## src/rtl/traffic_phase_scheduler.sv

```systemverilog
// Two-approach traffic light phase scheduler with pedestrian walk phase.
// Sensor-driven green extension, yellow and all-red clearance, Moore lamps.
module traffic_phase_scheduler #(
    parameter int MIN_GREEN = 4,
    parameter int MAX_GREEN = 12,
    parameter int YELLOW_T  = 3,
    parameter int ALLRED_T  = 1,
    parameter int WALK_T    = 6,
    parameter int CNT_W     = 4
) (
    input  logic       clk,
    input  logic       rst,
    input  logic       sensorA,
    input  logic       sensorB,
    input  logic       ped_req,
    output logic       redLightA,
    output logic       yellowLightA,
    output logic       greenLightA,
    output logic       redLightB,
    output logic       yellowLightB,
    output logic       greenLightB,
    output logic       walk,
    output logic       ped_wait,
    output logic [2:0] phase
);

    typedef enum logic [2:0] {
        GREEN_A  = 3'd0,
        YELLOW_A = 3'd1,
        ALLRED_A = 3'd2,
        GREEN_B  = 3'd3,
        YELLOW_B = 3'd4,
        ALLRED_B = 3'd5,
        WALK     = 3'd6
    } state_t;

    localparam logic [CNT_W-1:0] T_MIN = CNT_W'(MIN_GREEN - 1);
    localparam logic [CNT_W-1:0] T_MAX = CNT_W'(MAX_GREEN - 1);
    localparam logic [CNT_W-1:0] T_YEL = CNT_W'(YELLOW_T - 1);
    localparam logic [CNT_W-1:0] T_ALR = CNT_W'(ALLRED_T - 1);
    localparam logic [CNT_W-1:0] T_WLK = CNT_W'(WALK_T - 1);

    state_t           state;
    state_t           nxt;
    logic [CNT_W-1:0] timer;
    logic             last_b;
    logic [6:0]       lamps;
    logic             is_green;

    // Lamp pattern {rA,yA,gA,rB,yB,gB,walk}; the idle approach always shows red.
    function automatic logic [6:0] lamps_of(state_t s);
        case (s)
            GREEN_A:  lamps_of = 7'b001_100_0;
            YELLOW_A: lamps_of = 7'b010_100_0;
            ALLRED_A: lamps_of = 7'b100_100_0;
            GREEN_B:  lamps_of = 7'b100_001_0;
            YELLOW_B: lamps_of = 7'b100_010_0;
            ALLRED_B: lamps_of = 7'b100_100_0;
            WALK:     lamps_of = 7'b100_100_1;
            default:  lamps_of = 7'b001_100_0;
        endcase
    endfunction

    assign is_green = (state == GREEN_A) || (state == GREEN_B);

    // Next-state rules: green holds until demand elsewhere, capped under contention.
    always_comb begin
        nxt = state;
        case (state)
            GREEN_A:
                if (timer >= T_MIN && (sensorB || ped_wait) &&
                    (!sensorA || timer == T_MAX))
                    nxt = YELLOW_A;
            YELLOW_A:
                if (timer == T_YEL) nxt = ALLRED_A;
            ALLRED_A:
                if (timer == T_ALR) nxt = ped_wait ? WALK : GREEN_B;
            GREEN_B:
                if (timer >= T_MIN && (sensorA || ped_wait) &&
                    (!sensorB || timer == T_MAX))
                    nxt = YELLOW_B;
            YELLOW_B:
                if (timer == T_YEL) nxt = ALLRED_B;
            ALLRED_B:
                if (timer == T_ALR) nxt = ped_wait ? WALK : GREEN_A;
            WALK:
                if (timer == T_WLK) nxt = last_b ? GREEN_A : GREEN_B;
            default:
                nxt = GREEN_A;
        endcase
    end

    // State, dwell timer, pedestrian latch, last-served memory and lamp registers.
    always_ff @(posedge clk or posedge rst) begin
        if (rst) begin
            state    <= GREEN_A;
            timer    <= '0;
            ped_wait <= 1'b0;
            last_b   <= 1'b0;
            lamps    <= lamps_of(GREEN_A);
        end else begin
            state <= nxt;
            lamps <= lamps_of(nxt);
            if (nxt != state)
                timer <= '0;
            else if (!(is_green && timer == T_MAX))
                timer <= timer + CNT_W'(1);
            if (state == GREEN_A)
                last_b <= 1'b0;
            else if (state == GREEN_B)
                last_b <= 1'b1;
            if (nxt == WALK && state != WALK)
                ped_wait <= 1'b0;
            else if (ped_req && state != WALK)
                ped_wait <= 1'b1;
        end
    end

    assign {redLightA, yellowLightA, greenLightA,
            redLightB, yellowLightB, greenLightB, walk} = lamps;
    assign phase = state;

endmodule

```

## config.mk

```make
export PLATFORM = sky130hd
export DESIGN_NAME = traffic_phase_scheduler
export DESIGN_NICKNAME = d
export VERILOG_FILES = /design/src/rtl/traffic_phase_scheduler.sv
export SDC_FILE = /design/constraint.sdc
export NUM_CORES = 1
export LEC_CHECK = 0
export ABC_AREA = 1
export CAP_MARGIN = 20
export CORE_UTILIZATION = 50
export CTS_BUF_LIST = sky130_fd_sc_hd__clkbuf_4 sky130_fd_sc_hd__clkbuf_8
export DETAILED_ROUTE_END_ITERATION = 12
export PLACE_DENSITY = 0.78
export RECOVER_POWER = 50
export SLEW_MARGIN = 30
export SYNTH_ARGS = -nofsm -noshare
export SYNTH_HDL_FRONTEND = slang
export SYNTH_SLANG_ARGS = --single-unit
```

## constraint.sdc

```tcl
create_clock -name clk -period 1.5 [get_ports clk]
set_input_delay 0.3 -clock clk [delete_from_list [all_inputs] [get_ports clk]]
set_output_delay 0.3 -clock clk [all_outputs]
set_load 0.03 [all_outputs]
```

==> impl_results.md, run 1 <==
* Leakage power at 0.783 nW
* Clock Skew at 0.0104 ns
* Slew headroom at 57.3%
* CP Launch Type: register
* Routability cong. at 0.865
* Util after Layout at 82.7%
* Crit path buf inv count at 1
* Crit path max fanout at 6
* Max Cap Violations at 0
* Main synth FF type: dfrtp_1
* CTS H-Tree Depth at 1
* Clock sink count at 16
* Crit path kind: register to register
* # port buffers at 15
* Distinct cells, synth at 25
* Max VDD drop at 1.64 mV
* Actual slew at the worst max-slew pin at 0.641 ns
* Global-route met1 utilization at 32.0%
* Most frequent CP cell: nand2_2
* Failing checks: negative setup slack
* Clk pin slew, worst setup/hold paths at 0.08 ns
* Period utilization at 120%
* Cell Area, Synth at 1060 µm²
* Die Y at 48.0 µm
* Antenna Diode Count at 0
* Hold crit path type: primary input to async pin
* #FFs+latches synth at 16
* Mapped Nets at 142
* Die area at 2300 µm²
* CP Data Arrival Time at 1.98 ns
* RSZ-0062 raised after global routing: true
* Slowest Stage Delay on Critical Path at 0.46 ns
* Met2 usage at 46.5%
* Status: complete, but fails checks
* Gr ovfl total at 0
* Delay-heaviest family, CP: simple AND/OR/NAND/NOR gates
* Starting DRT DRC Count at 25
* Insertion delay to the later sink of the worst-skew pair at 0.29 ns
* Length of the first detailed-routing pass in iterations at 4
* Pwr/cell area at 2020 nW/µm²
* Core Area at 1980 µm²
* Finished Layout Cells at 202
* Slowest CP cell: dfrtp_2
* Vias at 1070
* Largest net degree at the start of global routing at 13
* GRT busiest layer: met2
* Post-synth EDFFs at 0
* Met3 usage at 3.02%
* Post-Place Cell Area at 1400 µm²
* Layout cell share with drive strength beyond 1 at 57.7%
* Yosys warning count at 0
* Nets at 185
* Worst-case clock buffer depth at 2
* Row cnt at 16
* GRT Total Usage at 26.1%
* Top cells by area, synth: dfrtp_1 (33%), nand2_1 (9.2%), inv_1 (5.7%), dfstp_2 (5.0%), ha_1 (4.7%)
* Syn Inst Count at 133
* Async SR Flop Fraction at 100%
* First-pass GRT wire length at 4.08 mm
* DRC viols at 0
* Commonest cells post-synth: nand2_1 (26), inv_1 (16), dfrtp_1 (14)
* Final setup vio count at 15
* Final Hold Vio Count at 0
* Antenna violations before repair at 0
* Post-route cell area at 1640 µm²
* Starting Density at 53.3%
* Sequential element share of the synthesized area at 38.1%
* WL/cell at 15.2 µm
* Cell with the most instances after synthesis: nand2_1
* Top cell type's share of synthesized area at 33.1%
* Chip Width at 48.0 µm
* Post-Syn Area per Cell at 7.95 µm²
* Area leader, netlist: dfrtp_1
* Clk root buf: clkbuf_4
* Vias per cell at 5.30
* PnR worst setup slack at -0.306 ns
* Min Clock Period, post-route at 1.81 ns
* CTS tree: built
* Maximum operating frequency at 0.554 GHz
* Routed WL at 3.08 mm
* Area added between synthesis and finish at 55.0%
* Crit path required time at 1.67 ns
* CP Cell Sequence: inv_2, ha_4, nand2_4, nor2_4, nand2_2, nand3_2, nand2_2, nor2_4, nand2_4, nand2_2, nand2_2, nand3_4, nor2_1
* Post-route ant nets at 0
* Placed cell count at 192
* Vias in the first global route at 956
* Dpl hpwl at 1.93 mm
* Boundary Pins at 16
* Crit path capture type: register
* Max-slew violations at 0
* Cts bufs inserted at 3
* Setup TNS at -3.19 ns
==> placed cells by master (no fill, tap or decap), types with 2 or more instances in the layout <==
master | synthesis | final
a21o_1 | 2 | 2
a21oi_1 | 5 | 2
a21oi_2 | 0 | 3
buf_4 | 0 | 20
buf_6 | 0 | 4
clkbuf_4 | 0 | 3
clkdlybuf4s50_1 | 0 | 3
dfrtp_1 | 14 | 6
dfrtp_2 | 0 | 8
dfstp_2 | 2 | 2
dlygate4sd2_1 | 0 | 7
ha_4 | 0 | 3
inv_1 | 16 | 12
inv_2 | 7 | 10
nand2_1 | 26 | 14
nand2_2 | 3 | 13
nand2_4 | 1 | 3
nand3_1 | 10 | 7
nand3_2 | 4 | 5
nand3_4 | 1 | 3
nand4_1 | 3 | 3
nor2_1 | 10 | 5
nor2_2 | 6 | 6
nor2_4 | 4 | 9
nor3_1 | 4 | 3
nor3_4 | 1 | 2
o21ai_0 | 4 | 4
xor2_1 | 2 | 2
==> path summary, 6_finish.rpt <==
check	from	endpoint	slack, ns	cells after the start
max in group asynchronous	rst	ped_wait	0.32	3
worst max-delay path	timer[1]	timer[1]	-0.31	13
worst min register to register	last_b	last_b	0.65	2
worst min-delay path	rst	timer[3]	0.34	2
worst max register to register	timer[1]	timer[1]	-0.31	13
min in group clk	last_b	last_b	0.65	2
==> flip-flops by register name, indices dropped and copies added, names as in the netlist <==
register	flops
lamps	7
timer	4
phase	3
last_b	1
ped_wait	1
==> cell type report <==
| cell class | count | area (µm²) |
|---|---|---|
| fillers | 105 | 343 |
| well taps | 27 | 33.8 |
| flip-flops and latches | 16 | 413 |
| clock buffers | 4 | 36.3 |
| multi-input cells | 93 | 741 |
| inverters | 23 | 88.8 |
| repair buffers | 39 | 327 |
==> report_power, final <==
part / total, mW / leakage [nW] / switching [mW] / internal [mW]
sequential: 0.764 / 0.193 / 0.155 / 0.608
clock: 0.281 / 0.0210 / 0.134 / 0.148
combinational: 2.27 / 0.569 / 1.32 / 0.957
==> worst register-to-register path: cells and delay by family (launching register included) <==
| family | cells | cell delay, ns |
|---|---|---|
| fa+ha+maj | 1 | 0.17 |
| buf+inv | 1 | 0.11 |
| flops | 1 | 0.46 |
| simple gates | 11 | 0.95 |
==> routing by layer <==
layer  up-vias  wire (µm)
li1        510          -
met4         0         64
met2        40       1640
met3         8        116
met5         -          0
met1       512       1260
==> kinds of logic (layout without fill, tap and decap cells) <==
group                      count (synthesis)  in the layout  synth area share, %
DFF                                       16             16                 38.1
xor gates and xnor gates                   2              2                 1.66
adders and majority gates                  4              4                 4.73
buffers and inverters                     24             66                 8.64
and+or+nand+nor                           75             75                 40.4
AOI/OAI and AO/OA                         12             12                 6.51
==> timing repair <==
action / in CTS / in global routing
gates resized for setup: 29 / 39
hold buffers: 0 / 0
setup endpoints to repair: 25 / 16
setup buffers: 3 / 3
pin swaps: 3 / 19
==> metrics by stage <==
step / setup WS (ns) / total power [mW] / hold slack (ns)
after floorplan: -0.0104 / 1.81 / 0.212
after global routing: -0.378 / 3.52 / 0.356
final: -0.306 / 3.32 / 0.338
after detailed placement: -0.347 / 2.51 / 0.533
after global placement: -0.287 / 2.46 / 0.524
after CTS: -0.186 / 2.88 / 0.212
Note: power is estimated with default switching activity, not from simulation.
==> run 2: changes to the inputs <==
Settings changed: CELL_PAD_IN_SITES_DETAIL_PLACEMENT from default to 0, CELL_PAD_IN_SITES_GLOBAL_PLACEMENT from default to 1, CORE_UTILIZATION 50 to 37, CTS_CLUSTER_DIAMETER from default to 50, PLACE_DENSITY 0.78 to default, PLACE_DENSITY_LB_ADDON from default to 0.1.
==> run 2 against run 1 <==
Effect of this change:
- register-to-register slack gained 0.11 ns
- routed wire length shrank 17%
- clock skew shrank 0.0057 ns
- worst hold slack gained 0.27 ns
- clock power shrank 2%
- the flow still finishes with violations (negative setup slack)
- first-iteration DRC count shrank 72%
- final cell count grew 0.99%
- critical path depth shrank 1
- critical endpoint is now ped_wait
==> impl_results.md, run 2 (synthesis results as in run 1) <==
* Status: complete, but fails checks
* Failing checks: negative setup slack
* Core Area at 2730 µm² (+38%)
* Cts bufs inserted at 3 (unchanged)
* Boundary Pins at 16 (unchanged)
* Die area at 3080 µm² (+34%)
* Crit path max fanout at 6 (unchanged)
* Max-slew violations at 0 (unchanged)
* Slew headroom at 45.8% (-11 points)
* Length of the first detailed-routing pass in iterations at 3 (-1)
* Final setup vio count at 13 (-2)
* Maximum operating frequency at 0.589 GHz (+6.3%)
* Hold Worst Slack at 0.612 ns (+0.274 ns)
* Min Clock Period, post-route at 1.70 ns (-0.107 ns)
* PnR worst setup slack at -0.198 ns (+0.107 ns)
* R2R setup slack at -0.20 ns (+0.11 ns)
* DRC viols at 0 (unchanged)
* Vias at 980 (-8.4%)
* R2r startpoint: timer[0]
* CTS tree: built
* Clock Power Share at 8.4% (about the same)
* Most flops, register: lamps
* Clk pin slew, worst setup/hold paths at 0.09 ns (about the same)
* Gr ovfl total at 0 (unchanged)
* Crit path required time at 1.69 ns (+0.02 ns)
* Crit path capture type: register
* Max VDD drop at 1.67 mV (+2.0%)
* CP Capture Point: ped_wait
* P_int at 1.70 mW (-0.91%)
* Period utilization at 113% (-7.2 points)
* Starting DRT DRC Count at 7 (-72%)
* Most frequent cells in the layout: buf_4 (17), nand2_2 (13), nand2_1 (13)
* CP Launch Type: register
* Most common cell after layout, fill and taps aside: buf_4
* Post-route ant nets at 0 (unchanged)
* Switching share of power at 48.3% (about the same)
* Area added between synthesis and finish at 57.2%
* HP Start: last_b
* Leakage power at 0.791 nW (+1.0%)
* Final Hold Vio Count at 0 (unchanged)
* Insertion delay to the later sink of the worst-skew pair at 0.28 ns (about the same)
* Chip Width at 55.5 µm (+16%)
* Antenna violations before repair at 0 (unchanged)
* Die Y at 55.5 µm (+16%)
* Layout cell share with drive strength beyond 1 at 60.7% (+3.0 points)
* Reg2reg path depth at 12 (-1)
* Actual slew at the worst max-slew pin at 0.812 ns (+0.172 ns)
* Largest net degree at the start of global routing at 17 (+4)
* Clock sink count at 16 (unchanged)
* Dpl hpwl at 1.88 mm (-2.6%)
* Logic pwr share at 68.1% (-0.4 points)
* Routed WL at 2.57 mm (-17%)
* # port buffers at 15 (unchanged)
* RSZ-0062 raised after global routing: true
* Nets at 183 (-1.1%)
* Setup slack at placement at -0.278 ns (+0.0687 ns)
* Reg2reg end: ped_wait
* Antenna Diode Count at 0 (unchanged)
* Max FFs per register at 7 (unchanged)
* Hold crit path type: register to register
* Vias in the first global route at 969 (+1.4%)
* GRT Total Usage at 17.7% (-8.3 points)
* Starting Density at 38.7% (-15 points)
* CP Data Arrival Time at 1.89 ns (-0.09 ns)
* Row cnt at 19 (+3)
* Worst-case clock buffer depth at 2 (unchanged)
* Max Cap Violations at 0 (unchanged)
* First-pass GRT wire length at 4.28 mm (+5.1%)
* Clk root buf: clkbuf_4
* WL/cell at 12.6 µm (-17%)
* Routability cong. at 0.856 (-1.1%)
* Net Sw Power at 1.59 mW (-1.0%)
* Crit path kind: register to register
* CTS H-Tree Depth at 1 (unchanged)
* Pwr/cell area at 1980 nW/µm² (-2.3%)
* Vias per cell at 4.80 (-9.3%)
* Hold-fix buffers, CTS at 0 (unchanged)
* Seq pwr share at 23.5% (+0.5 points)
* Worst Setup SP: timer[0]
* Clock Skew at 0.00472 ns (-0.00570 ns)
[run 2: changes by cell type in the layout (fill, tap and decap cells not counted), sizes merged]
cell	change
clkdlybuf4s15	+1
clkbuf	+2
buf	-3
dlygate4sd2	-2
[run 2: final cells by class]
class	count	area, µm²
clock buffer	4	36.3
inverter	23	96.3
tap	31	38.8
timing repair buffer	37	307
sequential	16	412
multi-input combinational	93	772
fill	233	1070
[run 2: routing by layer]
layer	vias to the layer above	share of wire (%)	global-route usage, %
met4	0	1.4	7.50
met1	465	46	22.8
met5	-	0	0
li1	501	-	-
met3	4	1.8	1.64
met2	10	51	30.5
[run 2: worst min path at each step]
stage	endpoint	slack, ns	cells past startpoint
floorplan	lamps[0]	0.21	1
global placement	last_b	0.56	2
detailed placement	last_b	0.58	2
CTS	lamps[0]	0.30	3
global route	last_b	0.68	2
finish	last_b	0.61	2
[run 2: power groups by stage]
| stage | Combinational, mW | Clock, mW | Sequential [mW] |
|---|---|---|---|
| floorplan | 0.860 | 0 | 0.945 |
| global placement | 1.67 | 0 | 0.733 |
| detailed placement | 1.67 | 0 | 0.742 |
| CTS | 1.80 | 0.285 | 0.757 |
| global route | 2.42 | 0.303 | 0.790 |
| finish | 2.24 | 0.275 | 0.773 |
[run 2: timing repair]
action	CTS	global route
pin swaps	5	6
setup buffers	3	5
cloned	0	0
gates resized for setup	43	39
endpoints found under the setup margin	23	17
[run 2: stage by stage]
step	cells	power, mW	area (µm²)	util (%)	setup TNS, ns
6_report	204	3.29	1660	60.8	-1.94
5_1_grt	204	3.51	1660	60.8	-3.02
3_3_place_gp	193	2.40	1370	50.2	-2.95
2_1_floorplan	133	1.81	1070	-	-0.0421
3_5_place_dp	193	2.41	1370	50.2	-2.94
4_1_cts	200	2.84	1520	55.7	-1.51
[run 2: critical path, cell delays in order (launching register included)]
cell     delay [ns]
dfrtp_2        0.48
ha_4           0.19
nand2_4        0.06
nor2_4         0.12
nor2_4         0.05
nor2_4         0.12
nor2_4         0.06
nor2_4         0.14
nand2_4        0.11
inv_4          0.10
nand4_1        0.10
nand2_1        0.07
inv_1          0.03
==> run 3: changes to the inputs <==
Settings changed: CORE_MARGIN from default to 10, CORE_UTILIZATION 37 to 41.
Clock period 1.5 ns to 1.7 ns, I/O delays scaled along.
==> run 3 against run 2 <==
Effect of this change:
- the flow still finishes with violations (negative setup slack)
- worst setup slack better by 0.18 ns
- final cell count is 5.4% lower
- worst hold slack worse by 0.041 ns
- sequential cell count stayed put
- die area is 63% higher
- routed wire length is 8.1% lower
- clock power is 31% lower
- design area is 14% lower
- via count is 5.2% lower
- maximum frequency is 1.4% lower
- sequential power is 15% lower
- largest cell class unchanged
==> impl_results.md, run 3 (synthesis results as in run 1) <==
* Util after Layout at 57.4% (-3.4 points)
* Starting Density at 42.7% (+4.0 points)
* Dpl hpwl at 1.86 mm (-0.73%)
* Antenna violations before repair at 0 (unchanged)
* Largest net degree at the start of global routing at 17 (unchanged)
* Leakage power at 0.681 nW (-14%)
* Row cnt at 18 (-1)
* Post-route cell area at 1420 µm² (-14%)
* Nets at 174 (-4.9%)
* Starting DRT DRC Count at 28 (+21)
* Most flops, register: lamps
* Clock Skew at 0.000328 ns (-0.00439 ns)
* First-pass GRT wire length at 3.98 mm (-7.1%)
* Hold crit path type: register to register
* Final Hold Vio Count at 0 (unchanged)
* Length of the first detailed-routing pass in iterations at 4 (+1)
* Insertion delay to the later sink of the worst-skew pair at 0.28 ns (about the same)
* Most frequent cells in the layout: nand2_1 (21), inv_1 (13), buf_4 (11)
* Antenna Diode Count at 0 (unchanged)
* Gr ovfl total at 0 (unchanged)
* Slowest Stage Delay on Critical Path at 0.45 ns (-0.03 ns)
* Maximum operating frequency at 0.581 GHz (-1.4%)
* Clk pin slew, worst setup/hold paths at 0.08 ns (about the same)
* Most common cell after layout, fill and taps aside: nand2_1
* Global-route met1 utilization at 11.3% (-12 points)
* Slowest CP cell: dfrtp_2
* CTS H-Tree Depth at 1 (unchanged)
* Hold Worst Slack at 0.571 ns (-0.0410 ns)
* Max Cap Violations at 0 (unchanged)
* # port buffers at 15 (unchanged)
* Final setup vio count at 1 (-12)
* Actual slew at the worst max-slew pin at 0.803 ns (-0.00938 ns)
* Worst-case clock buffer depth at 2 (unchanged)
* Max FFs per register at 7 (unchanged)
* Met3 usage at 2.51% (+0.87 points)
* GRT busiest layer: met2
* Die Y at 70.8 µm (+28%)
* Crit path kind: register to register
* Crit path max fanout at 6 (unchanged)
* Min Clock Period, post-route at 1.72 ns (+0.0232 ns)
* Delay-heaviest family, CP: simple AND/OR/NAND/NOR gates
* Pwr/cell area at 1670 nW/µm² (-16%)
* WL/cell at 12.2 µm (-2.8%)
* RSZ-0062 raised after global routing: true
* CTS tree: built
* Max VDD drop at 1.38 mV (-17%)
* Clk root buf: clkbuf_4
* GRT Total Usage at 9.21% (-8.5 points)
* Chip Width at 70.8 µm (+28%)
* Failing checks: negative setup slack
* Layout cell share with drive strength beyond 1 at 40.5% (-20 points)
* Met2 usage at 14.8% (-16 points)
* Slew headroom at 46.5% (+0.63 points)
* Core Area at 2480 µm² (-9.4%)
* Period utilization at 101% (-12 points)
* Crit path buf inv count at 2 (unchanged)
* Post-Place Cell Area at 1310 µm² (-4.7%)
* Die area at 5010 µm² (+63%)
* PnR worst setup slack at -0.0216 ns (+0.177 ns)
* CP Launch Type: register
* CP Data Arrival Time at 1.90 ns (about the same)
* Clock sink count at 16 (unchanged)
* Most frequent CP cell: nor2_4
* CP Cell Sequence: ha_2, nand2_2, nor2_4, nor2_4, nor2_4, nor2_4, nor2_4, nand2_4, inv_4, buf_4, a21oi_1, nand2_1
* Vias at 929 (-5.2%)
* Cts bufs inserted at 3 (unchanged)
* Routability cong. at 0.836 (-2.3%)
* Post-route ant nets at 0 (unchanged)
* Setup TNS at -0.0216 ns (+1.91 ns)
* Routed WL at 2.36 mm (-8.1%)
* Area added between synthesis and finish at 34.4%
* Crit path capture type: register
* Vias in the first global route at 902 (-6.9%)
* DRC viols at 0 (unchanged)
* Boundary Pins at 16 (unchanged)
* Status: complete, but fails checks
* Crit path required time at 1.88 ns (+0.19 ns)
* Max-slew violations at 0 (unchanged)
* Vias per cell at 4.81 (+0.20%)
==> run 3: cell type report <==
class / instances / area (µm²)
Inverter: 23 / 88.8
Fill cell: 248 / 1060
Timing Repair Buffer: 28 / 240
Sequential cell: 16 / 409
Tap cell: 30 / 37.5
Multi-Input combinational cell: 93 / 623
Clock buffer: 3 / 22.5
==> run 3: power by group <==
| group | total [mW] | internal [mW] | switching [mW] |
|---|---|---|---|
| clock | 0.189 | 0.0823 | 0.106 |
| sequential | 0.659 | 0.534 | 0.125 |
| combinational | 1.52 | 0.620 | 0.900 |
==> run 3: final timing paths <==
check | start | to | slack (ns) | cells after the start
setup / recovery | timer[0] | lamps[6] | -0.02 | 12
hold / removal | last_b | last_b | 0.57 | 2
setup reg to reg | timer[0] | lamps[6] | -0.02 | 12
hold reg to reg | last_b | last_b | 0.57 | 2
max in group asynchronous | rst | phase[0] | 0.45 | 3
min in group asynchronous | rst | timer[3] | 0.70 | 3
==> run 3: per-layer routing <==
layer,vias to the layer above,wire length (µm)
met3,4,137
met4,0,55
met2,15,1100
li1,480,-
met5,-,0
met1,430,1060
==> run 3: repair_timing <==
item | in CTS | in global routing
pin swaps | 1 | 9
setup endpoints to repair | 12 | 13
resized for setup | 9 | 24
setup buffers | 1 | 3
hold buffers | 0 | 0
==> run 3: through the flow <==
step                      power, mW  std cells  setup slack, ns
after global routing           2.59        193           -0.120
after floorplan                1.56        133           0.0542
final                          2.37        193          -0.0216
after detailed placement       2.08        186           -0.153
after global placement         2.07        186           -0.145
after CTS                      2.26        190          0.00306
==> run 3: worst reg2reg max path, stage by stage (launching register included) <==
cell     delay, ns
dfrtp_2       0.45
ha_2          0.20
nand2_2       0.09
nor2_4        0.05
nor2_4        0.12
nor2_4        0.05
nor2_4        0.12
nor2_4        0.06
nand2_4       0.11
inv_4         0.06
buf_4         0.13
a21oi_1       0.12
nand2_1       0.06
